`config.mk`:
```
export PLATFORM = sky130hd
export DESIGN_NAME = pwadder_core
export DESIGN_NICKNAME = d
export VERILOG_FILES = /design/src/rtl/pwadder_pkg.sv /design/src/rtl/pwadder_char_inc.sv /design/src/rtl/pwadder_core.sv
export SDC_FILE = /design/constraint.sdc
export NUM_CORES = 1
export LEC_CHECK = 0
export CAP_MARGIN = 10
export CORE_UTILIZATION = 48
export DETAILED_ROUTE_END_ITERATION = 6
export HOLD_SLACK_MARGIN = 0.03
export PLACE_DENSITY_LB_ADDON = 0.15
export SYNTH_ARGS = -nofsm -noshare
export SYNTH_HDL_FRONTEND = slang
export SYNTH_SLANG_ARGS = --single-unit
export TNS_END_PERCENT = 1
```
`constraint.sdc`:
```
create_clock -name clk -period 6 [get_ports clk]
set_clock_uncertainty 0.15 [all_clocks]
set_input_delay 1.2 -clock clk [delete_from_list [all_inputs] [get_ports clk]]
set_output_delay 1.2 -clock clk [all_outputs]
set_load 0.05 [all_outputs]
```
`src/rtl/pwadder_pkg.sv`:
```
// -----------------------------------------------------------------------------
// pwadder_pkg
// Shared definitions for the brute-force password incrementer.
//   - Charset bounds (CHAR_MIN..CHAR_MAX) and the maximum password length.
//   - Widths of the password bus and the length field.
//   - FSM state encoding.
//   - char_lsb(): maps a character index to the LSB position of that
//     character on the 160-bit bus (character 0 sits in the top byte).
// No ports.
// -----------------------------------------------------------------------------
package pwadder_pkg;

    localparam int         MAX_LEN  = 20;
    localparam logic [7:0] CHAR_MIN = 8'h20;
    localparam logic [7:0] CHAR_MAX = 8'h7E;

    localparam int PW_W  = 8 * MAX_LEN;
    localparam int LEN_W = 5;

    // Index of the last character. A carry out of this position is an overflow.
    localparam logic [LEN_W-1:0] LAST_IDX = LEN_W'(MAX_LEN - 1);
    // Longest length accepted. Larger requested lengths are clamped to this.
    localparam logic [LEN_W-1:0] LEN_CAP  = LEN_W'(MAX_LEN);

    typedef enum logic [1:0] {
        IDLE  = 2'd0,
        CARRY = 2'd1,
        DONE  = 2'd2
    } state_e;

    // Character i occupies bits [PW_W-1-8i -: 8], so its LSB is PW_W-8-8i.
    // Indices past the last character are folded onto the last one so that
    // the part-select stays in range. The FSM never uses such an index.
    function automatic logic [7:0] char_lsb(input logic [LEN_W-1:0] idx);
        logic [LEN_W-1:0] safe_idx;
        safe_idx = (idx > LAST_IDX) ? LAST_IDX : idx;
        return 8'(PW_W - 8) - {safe_idx, 3'b000};
    endfunction

endpackage

```
`src/rtl/pwadder_char_inc.sv`:
```
// -----------------------------------------------------------------------------
// pwadder_char_inc
// Combinational single-character odometer step over the charset
// CHAR_MIN..CHAR_MAX.
// Ports:
//   char_i    in  8  current character
//   append_i  in  1  position is one past the current length (new digit)
//   char_o    out 8  next character value
//   carry_o   out 1  character wrapped and the next position must advance
// -----------------------------------------------------------------------------
module pwadder_char_inc
    import pwadder_pkg::*;
#(
    parameter logic [7:0] CHAR_MIN = pwadder_pkg::CHAR_MIN,
    parameter logic [7:0] CHAR_MAX = pwadder_pkg::CHAR_MAX
) (
    input  logic [7:0] char_i,
    input  logic       append_i,
    output logic [7:0] char_o,
    output logic       carry_o
);

    always_comb begin
        char_o  = char_i;
        carry_o = 1'b0;
        if (append_i) begin
            // A new digit starts at the lowest charset value.
            char_o = CHAR_MIN;
        end else if (char_i >= CHAR_MAX) begin
            // Wrap and carry into the next digit. Values above the charset
            // are treated as the top of the charset.
            char_o  = CHAR_MIN;
            carry_o = 1'b1;
        end else if (char_i < CHAR_MIN) begin
            // Below the charset: snap to the first valid value, no carry.
            char_o = CHAR_MIN;
        end else begin
            char_o = char_i + 8'd1;
        end
    end

endmodule

```
`src/rtl/pwadder_core.sv`:
```
// -----------------------------------------------------------------------------
// pwadder_core
// Produces the next password in odometer order over printable ASCII
// (0x20..0x7E). Character 0 is the least-significant digit. One character
// is processed per clock. A carry out of the last character of a full-length
// password wraps the whole password to all 0x20 with length 0.
//
// Optional build macro: PWADDER_OVERFLOW_EN adds the `overflow` output,
// which flags that the last result was such a wrap.
//
// Ports:
//   clk           in  1    rising-edge clock
//   rst           in  1    synchronous active-high reset
//   in_password   in  160  input password, char i at bits [159-8i -: 8]
//   in_length     in  5    valid characters, clamped to MAX_LEN
//   trigger       in  1    start request, rising edge starts an increment
//   out_password  out 160  result password, same layout as in_password
//   out_length    out 5    result length
//   completed     out 1    result on the outputs is final
//   overflow      out 1    (PWADDER_OVERFLOW_EN only) last result wrapped
//   state_dbg     out 2    current FSM state (state_e encoding)
//
// Handshake: a request starts on the clock edge where trigger is 1 and was 0
// on the previous edge, while the FSM is in IDLE or DONE. completed drops on
// that edge and rises on the edge that writes the final character. The
// outputs then hold until the next start edge. Trigger edges seen during
// CARRY are dropped, and a held-high trigger never restarts.
// -----------------------------------------------------------------------------
module pwadder_core #(
    parameter int         MAX_LEN  = pwadder_pkg::MAX_LEN,
    parameter logic [7:0] CHAR_MIN = pwadder_pkg::CHAR_MIN,
    parameter logic [7:0] CHAR_MAX = pwadder_pkg::CHAR_MAX
) (
    input  logic                 clk,
    input  logic                 rst,
    input  logic [8*MAX_LEN-1:0] in_password,
    input  logic [4:0]           in_length,
    input  logic                 trigger,
    output logic [8*MAX_LEN-1:0] out_password,
    output logic [4:0]           out_length,
    output logic                 completed,
`ifdef PWADDER_OVERFLOW_EN
    output logic                 overflow,
`endif
    output logic [1:0]           state_dbg
);

    import pwadder_pkg::*;

    state_e                 state_q;
    logic [8*MAX_LEN-1:0]   work_q;
    logic [4:0]             len_q;
    logic [4:0]             idx_q;
    logic                   completed_q;
    logic                   trig_q;
`ifdef PWADDER_OVERFLOW_EN
    logic                   overflow_q;
`endif

    logic       start_d;
    logic [4:0] len_clamp_d;
    logic [7:0] idx_lsb;
    logic [7:0] cur_char;
    logic [7:0] nxt_char_d;
    logic       append_d;
    logic       carry_d;
    logic       wrap_all_d;

    // Rising edge of the level trigger against its registered history.
    assign start_d     = trigger & ~trig_q;
    assign len_clamp_d = (in_length > LEN_CAP) ? LEN_CAP : in_length;

    assign idx_lsb  = char_lsb(idx_q);
    assign cur_char = work_q[idx_lsb +: 8];

    // Index has walked past the last valid character: extend by one digit.
    assign append_d = (idx_q == len_q);

    pwadder_char_inc #(
        .CHAR_MIN (CHAR_MIN),
        .CHAR_MAX (CHAR_MAX)
    ) u_char_inc (
        .char_i   (cur_char),
        .append_i (append_d),
        .char_o   (nxt_char_d),
        .carry_o  (carry_d)
    );

    // A carry can only leave the last index when the length is full, since
    // idx < len holds whenever carry_d is set.
    assign wrap_all_d = carry_d && (idx_q == LAST_IDX);

    always_ff @(posedge clk) begin
        if (rst) begin
            state_q     <= IDLE;
            work_q      <= {MAX_LEN{CHAR_MIN}};
            len_q       <= 5'd0;
            idx_q       <= 5'd0;
            completed_q <= 1'b0;
            trig_q      <= 1'b0;
`ifdef PWADDER_OVERFLOW_EN
            overflow_q  <= 1'b0;
`endif
        end else begin
            trig_q <= trigger;
            case (state_q)
                IDLE, DONE: begin
                    if (start_d) begin
                        state_q     <= CARRY;
                        work_q      <= in_password;
                        len_q       <= len_clamp_d;
                        idx_q       <= 5'd0;
                        completed_q <= 1'b0;
`ifdef PWADDER_OVERFLOW_EN
                        overflow_q  <= 1'b0;
`endif
                    end
                end
                CARRY: begin
                    if (wrap_all_d) begin
                        // Full-length carry out: restart the odometer at the
                        // empty password.
                        state_q     <= DONE;
                        work_q      <= {MAX_LEN{CHAR_MIN}};
                        len_q       <= 5'd0;
                        completed_q <= 1'b1;
`ifdef PWADDER_OVERFLOW_EN
                        overflow_q  <= 1'b1;
`endif
                    end else begin
                        work_q[idx_lsb +: 8] <= nxt_char_d;
                        if (carry_d) begin
                            idx_q <= idx_q + 5'd1;
                        end else begin
                            state_q     <= DONE;
                            completed_q <= 1'b1;
                            if (append_d) begin
                                len_q <= len_q + 5'd1;
                            end
                        end
                    end
                end
                default: begin
                    state_q <= IDLE;
                end
            endcase
        end
    end

    assign out_password = work_q;
    assign out_length   = len_q;
    assign completed    = completed_q;
`ifdef PWADDER_OVERFLOW_EN
    assign overflow     = overflow_q;
`endif
    assign state_dbg    = state_q;

endmodule

```
## Word level (Yosys, flattened, before mapping)

Index checks and enable logic that the tools add are counted.

| cells by class | value |
|---|---|
| $add $sub $neg | 5 |
| $lt $le $gt $ge | 4 |
| equal/unequal tests | 9 |
| shift operators | 3 |
| multiplexer cells | 28 |
| bitwise gates (word level) | 2 |
| reduce and logical (&&, ||, !) cells | 9 |

Operator list:

| kind | number |
|---|---|
| $mux 160 | 2 |
| $pmux 160 s2 | 1 |
| $bwmux 160 | 1 |
| $shift 8x10->160 const A | 1 |
| $shiftx 160x9->8 | 1 |
| $shiftx 8x10->160 | 1 |
| $mux 5 | 9 |
| $mux 8 | 3 |
| $pmux 5 s2 | 2 |
| $add 5x1->5 const B | 2 |
| $gt 5x5->1 const B | 2 |
| $neg 8->10 | 1 |
| $add 8x1->8 const B | 1 |
| $ge 8x7->1 const B | 1 |
| $lt 8x6->1 const B | 1 |
| $reduce_and 4->1 | 2 |
| $sub 8x8->8 const A | 1 |
| $mux 2 | 3 |
| $ne 2x2->1 const B | 3 |
| $ne 3x3->1 const B | 2 |
| $eq 5x5->1 | 1 |
| $eq 5x5->1 const B | 1 |
| $mux 1 | 5 |
| $pmux 2 s2 | 1 |
| 11 further kinds | 12 |

| word-level totals | value |
|---|---|
| register bits | 174 |
| input port bits | 168 |
| output and inout port bits | 168 |
| word-level logic and storage cells | 66 |

## Logic depth before layout (Yosys ltp)

| depth | value |
|---|---|
| depth after elaboration | 12 |
| depth in mapped cells | 20 |
| mapped depth without buffers | 15 |

## Hierarchy

From an unflattened synthesis, not the netlist that was laid out.

| unflattened totals | value |
|---|---|
| cell total of the unflattened synthesis | 1336 |
| area, all modules | 10865.4 µm² |

Modules (own cells, without submodules):

| module | instances | cells each | area an instance (µm²) | seq. area each (µm²) |
|---|---|---|---|---|
| pwadder_core | 1 | 1303 | 10645.2 | 3483.3 |
| pwadder_char_inc | 1 | 33 | 220.2 | 0.0 |

## Least setup slack after synthesis

No wires, ideal clock.

| path | value |
|---|---|
| kind | reg-to-reg |
| from | register idx_q[2] |
| to | register work_q[149] (netlist: out_password[149]) |
| arrival time | 4.403 ns |
| required time | 5.728 ns |
| slack | 1.325 ns |
| stages on the path, launching flop included | 19 |
| buffers on the path | 3 |
| path through | dfxtp_1 nor2b_1 buf_2 inv_2 buf_2 ha_1 or3b_2 a311oi_1 a32o_1 a31oi_2 or2_2 ha_1 or2_2 o32ai_1 o41ai_4 buf_6 a221oi_2 nor2_1 a221o_1 |

| on the way | value |
|---|---|
| cells in the longest elaborated chain, start to end | 12 |

RTL lines:

| what | RTL line | source |
|---|---|---|
| from (decl) | pwadder_core.sv:53 | `logic [4:0] idx_q;` |
| from (signal assigned) | pwadder_core.sv:133 | `idx_q <= idx_q + 5'd1;` |
| $gt 5x5->1 | pwadder_pkg.sv:36 | `safe_idx = (idx > LAST_IDX) ? LAST_IDX : idx;` |
| $mux 5 | pwadder_pkg.sv:36 |  |
| $sub 8x8->8 | pwadder_pkg.sv:37 | `return 8'(PW_W - 8) - {safe_idx, 3'b000};` |
| $shiftx 160x9->8 | pwadder_core.sv:74 | `assign cur_char = work_q[idx_lsb +: 8];` |
| $add 8x1->8 or $lt 8x6->1 (tied branches) | pwadder_char_inc.sv:38, pwadder_char_inc.sv:34 |  |
| $mux 8 | pwadder_char_inc.sv:34 | `end else if (char_i < CHAR_MIN) begin` |
| $mux 8 | pwadder_char_inc.sv:29 | `end else if (char_i >= CHAR_MAX) begin` |
| $mux 8 | pwadder_char_inc.sv:26 | `if (append_i) begin` |
| $shiftx 8x10->160 | pwadder_core.sv:131 | `work_q[idx_lsb +: 8] <= nxt_char_d;` |
| $bwmux 160 | pwadder_core.sv:131 |  |
| $mux 160 * | pwadder_core.sv:120 | `if (wrap_all_d) begin` |
| $pmux 160 s2 * | pwadder_core.sv:106 | `case (state_q)` |
| to (signal assigned) | pwadder_core.sv:110 | `work_q <= in_password;` |
| to (signal assigned) | pwadder_core.sv:124 | `work_q <= {MAX_LEN{CHAR_MIN}};` |
| to (signal, indexed assignment) | pwadder_core.sv:131 |  |
| to (decl) | pwadder_core.sv:51 | `logic [8*MAX_LEN-1:0] work_q;` |

Every way passes the cells marked *; elsewhere a longest branch is shown, timed or not.
A chain may end at the register's enable or synchronous reset.

## Worst setup path in the final report

| path | value |
|---|---|
| from | register idx_q[2] |
| to | register work_q[56] (netlist: out_password[56]) |

Same word-level chain as after synthesis.

==> flow_summary.ini <==
[setup_path]
path_delay_family = simple AND/OR/NAND/NOR gates
cp-start-kind = register
crit_chain = nor2b_1 -> inv_2 -> ha_1 -> or3b_2 -> a311oi_1 -> a32o_1 -> a31oi_2 -> or2_2 -> ha_1 -> or2_2 -> o32ai_1 -> nor4_2 -> nor3_2 -> buf_4 -> nand4_1 -> a311oi_1
cp.required_ns = 6.20
cp-end-kind = register
cp_max_fo = 9
cp_slowest_cell = nor3_2
cp.arrival_ns = 5.54
cp_slowest_stage_delay_ns = 0.84
path_buf_inv = 2
path_class = register to register

[drt]
wl_mm = 53.1
ant_nets = 0
num_vias = 13800
first_iter_violations = 2179
drtPass1Iterations = 7
drc = 10
drt-wirelength-per-cell_um = 27.2
routed_via_density = 7.07

[synthesis]
avgSynthCellArea_um2 = 7.93
synth_largest_area_cell = dfxtp_1
yosysTopAreaCellShare = 0.319
ys_types = 93
syn_inst = 1378
synth_edf_count = 0
yosys_warnings = 0
synth_seq_area_share = 0.319
synth_nets = 1556
synth.ff_latch_count = 174
syn_area_um2 = 10900
yosys-top-cells-area = dfxtp_1, a21oi_1, a211oi_1
ys.flop_type = dfxtp_1
synth_common_cells = dfxtp_1, a21oi_1, nand3_1, clkbuf_1, o21ai_0
yosysMostFrequentCell = dfxtp_1
ys_async_sr_fraction = 0

[status]
status = complete, but fails checks
violations = DRC

[timing]
finalCritPeriodShare = 0.889
setup_tns_ns = 0
drv_slew = 0
timing.hold.ws_ns = 0.343
clock.fmax_mhz = 187
rsz0062_at_grt = no
hold_viol_final = 0
fin_ws_ns = 0.663
min_period_ns = 5.34
maxSlewHeadroom = 0.182
setup_viol = 0
worstMarginPinSlew_ns = 1.21

[clock_tree]
clk_path_buf_depth = 2
holdBufCountCts = 0
clkSinkCount = 174
clock_latency_ns = 0.45
cts_root_buf = clkbuf_16
post_cts_buffers = 0
cts_tree = built
clk_pin_slew_worst_paths_ns = 0.08
ctsResizeCount = 0
cts_buffers = 17
h-tree-depth = 4

[placed_design]
placed_cells = 1919
dpl_worst_slack_ns = 0.870
portBuffers = 335
post-dp-hpwl_mm = 38.3
place_congestion = 1.04

[power_and_ir_drop]
pwr-share-comb = 0.355
leakagePower_uw = 0.00535
p_int_uw = 2380
netSwitchingFraction = 0.403
p_seq_frac = 0.354
power_density_nw_per_um2 = 262
ir_drop_mv = 0.162
clkPwrFrac = 0.291
p_sw_uw = 1610

[floorplan]
dieArea_um2 = 23400
floorplan.initialDensity = 0.495
core.rowCount = 54
io_pins = 336
die_w_um = 153
die_h_um = 153
core-area_um2 = 22100

[grt]
grt_pass1_vias = 12900
antenna_found_initial = 0
grt_remaining_overflow = 0
grt.total_usage = 0.441
grt_max_degree = 78
grt_pass1_wl_mm = 79.2

[run]
max_cap_viol_count = 0

[layout]
drive_above_1_share = 0.105
nNetsFinal = 1837
final_core_util = 0.688
antenna_cells = 0
area.growth.synth_to_final_pct = 39.1
layout.cells.non_filler = 1952

[min_path]
hp-class = register to register
path summary, 6_finish.rpt:
check	depth (start not counted)	start	to	slack, ns
max	16	idx_q[2]$_SDFFE_PP0P_	out_password[56]$_SDFFE_PP0P_	0.66
min	2	out_password[46]$_SDFFE_PP0P_	out_password[46]$_SDFFE_PP0P_	0.34
min reg2reg	2	out_password[46]$_SDFFE_PP0P_	out_password[46]$_SDFFE_PP0P_	0.34
max reg2reg	16	idx_q[2]$_SDFFE_PP0P_	out_password[56]$_SDFFE_PP0P_	0.66
power by group through the flow:
| stage | logic, µW | clock network [µW] | registers [µW] |
|---|---|---|---|
| 2_1_floorplan | 443 | 0 | 1780 |
| 3_3_place_gp | 1370 | 0 | 1430 |
| 3_5_place_dp | 1380 | 0 | 1430 |
| 4_1_cts | 1390 | 1140 | 1400 |
| 5_1_grt | 1470 | 1190 | 1420 |
| 6_report | 1410 | 1160 | 1410 |
registers in the layout, indices dropped and copies added (netlist names):
| signal | cells |
|---|---|
| trig_q | 1 |
| completed | 1 |
| out_length | 5 |
| state_dbg | 2 |
| idx_q | 5 |
| out_password | 160 |
layout make-up:
class,count,area [µm²]
repair buffers,404,3880
multi-input cells,1002,6670
clock inverters,13,146
clock buffers,19,443
fillers,1825,6890
flip-flops and latches,174,3480
well taps,280,350
inverters,60,225
metrics by stage:
| step | power (µW) | area [µm²] |
|---|---|---|
| global route | 4080 | 15200 |
| finish | 3990 | 15200 |
| floorplan | 2220 | 10900 |
| detailed placement | 2810 | 14600 |
| global placement | 2800 | 14600 |
| CTS | 3940 | 15200 |
per-layer routing:
| layer | routed length (µm) | track usage | up-vias |
|---|---|---|---|
| li1 | - | - | 5879 |
| met3 | 7330 | 0.113 | 268 |
| met4 | 3230 | 0.245 | 0 |
| met5 | 0 | 0 | - |
| met1 | 19600 | 0.568 | 6387 |
| met2 | 22900 | 0.671 | 1261 |
cell usage in the layout (no fill, tap or decap), types with 9 or more instances in the layout:
cell	n
a211oi_1	79
nand3_1	100
a21oi_1	124
a211o_1	13
clkdlybuf4s50_1	334
a221oi_1	51
nor3_1	18
o21ai_0	95
dfxtp_1	173
nor2_1	54
nand2_1	84
o22ai_1	10
o21ai_1	12
buf_4	69
o211ai_1	13
o32ai_1	9
clkbuf_16	17
ha_1	10
mux2_2	11
nand4_1	21
nor2b_1	13
mux2i_1	15
a221o_1	13
a311oi_1	46
and3_1	27
inv_1	54
and2_1	10
cell families (layout without fill, tap and decap cells):
logic type,after synthesis,count (layout),synth area share
flip-flops,174,174,0.319
multiplexers,29,29,0.0302
XOR/XNOR,11,11,0.00950
AO/OA/AOI/OAI,565,565,0.371
AND/OR/NAND/NOR,387,387,0.182
buffers and inverters,202,496,0.0772
adder cells (fa/ha/maj),10,10,0.0114
worst register-to-register path: cells and delay by family, from the launching register on:
| kind | cells | cell delay, ns |
|---|---|---|
| AND/OR/NAND/NOR | 7 | 2.53 |
| buffers and inverters | 2 | 0.46 |
| AO/OA/AOI/OAI | 5 | 1.17 |
| flip-flops | 1 | 0.33 |
| adder cells (fa/ha/maj) | 2 | 0.60 |
Power figures use the tool's default switching activity.
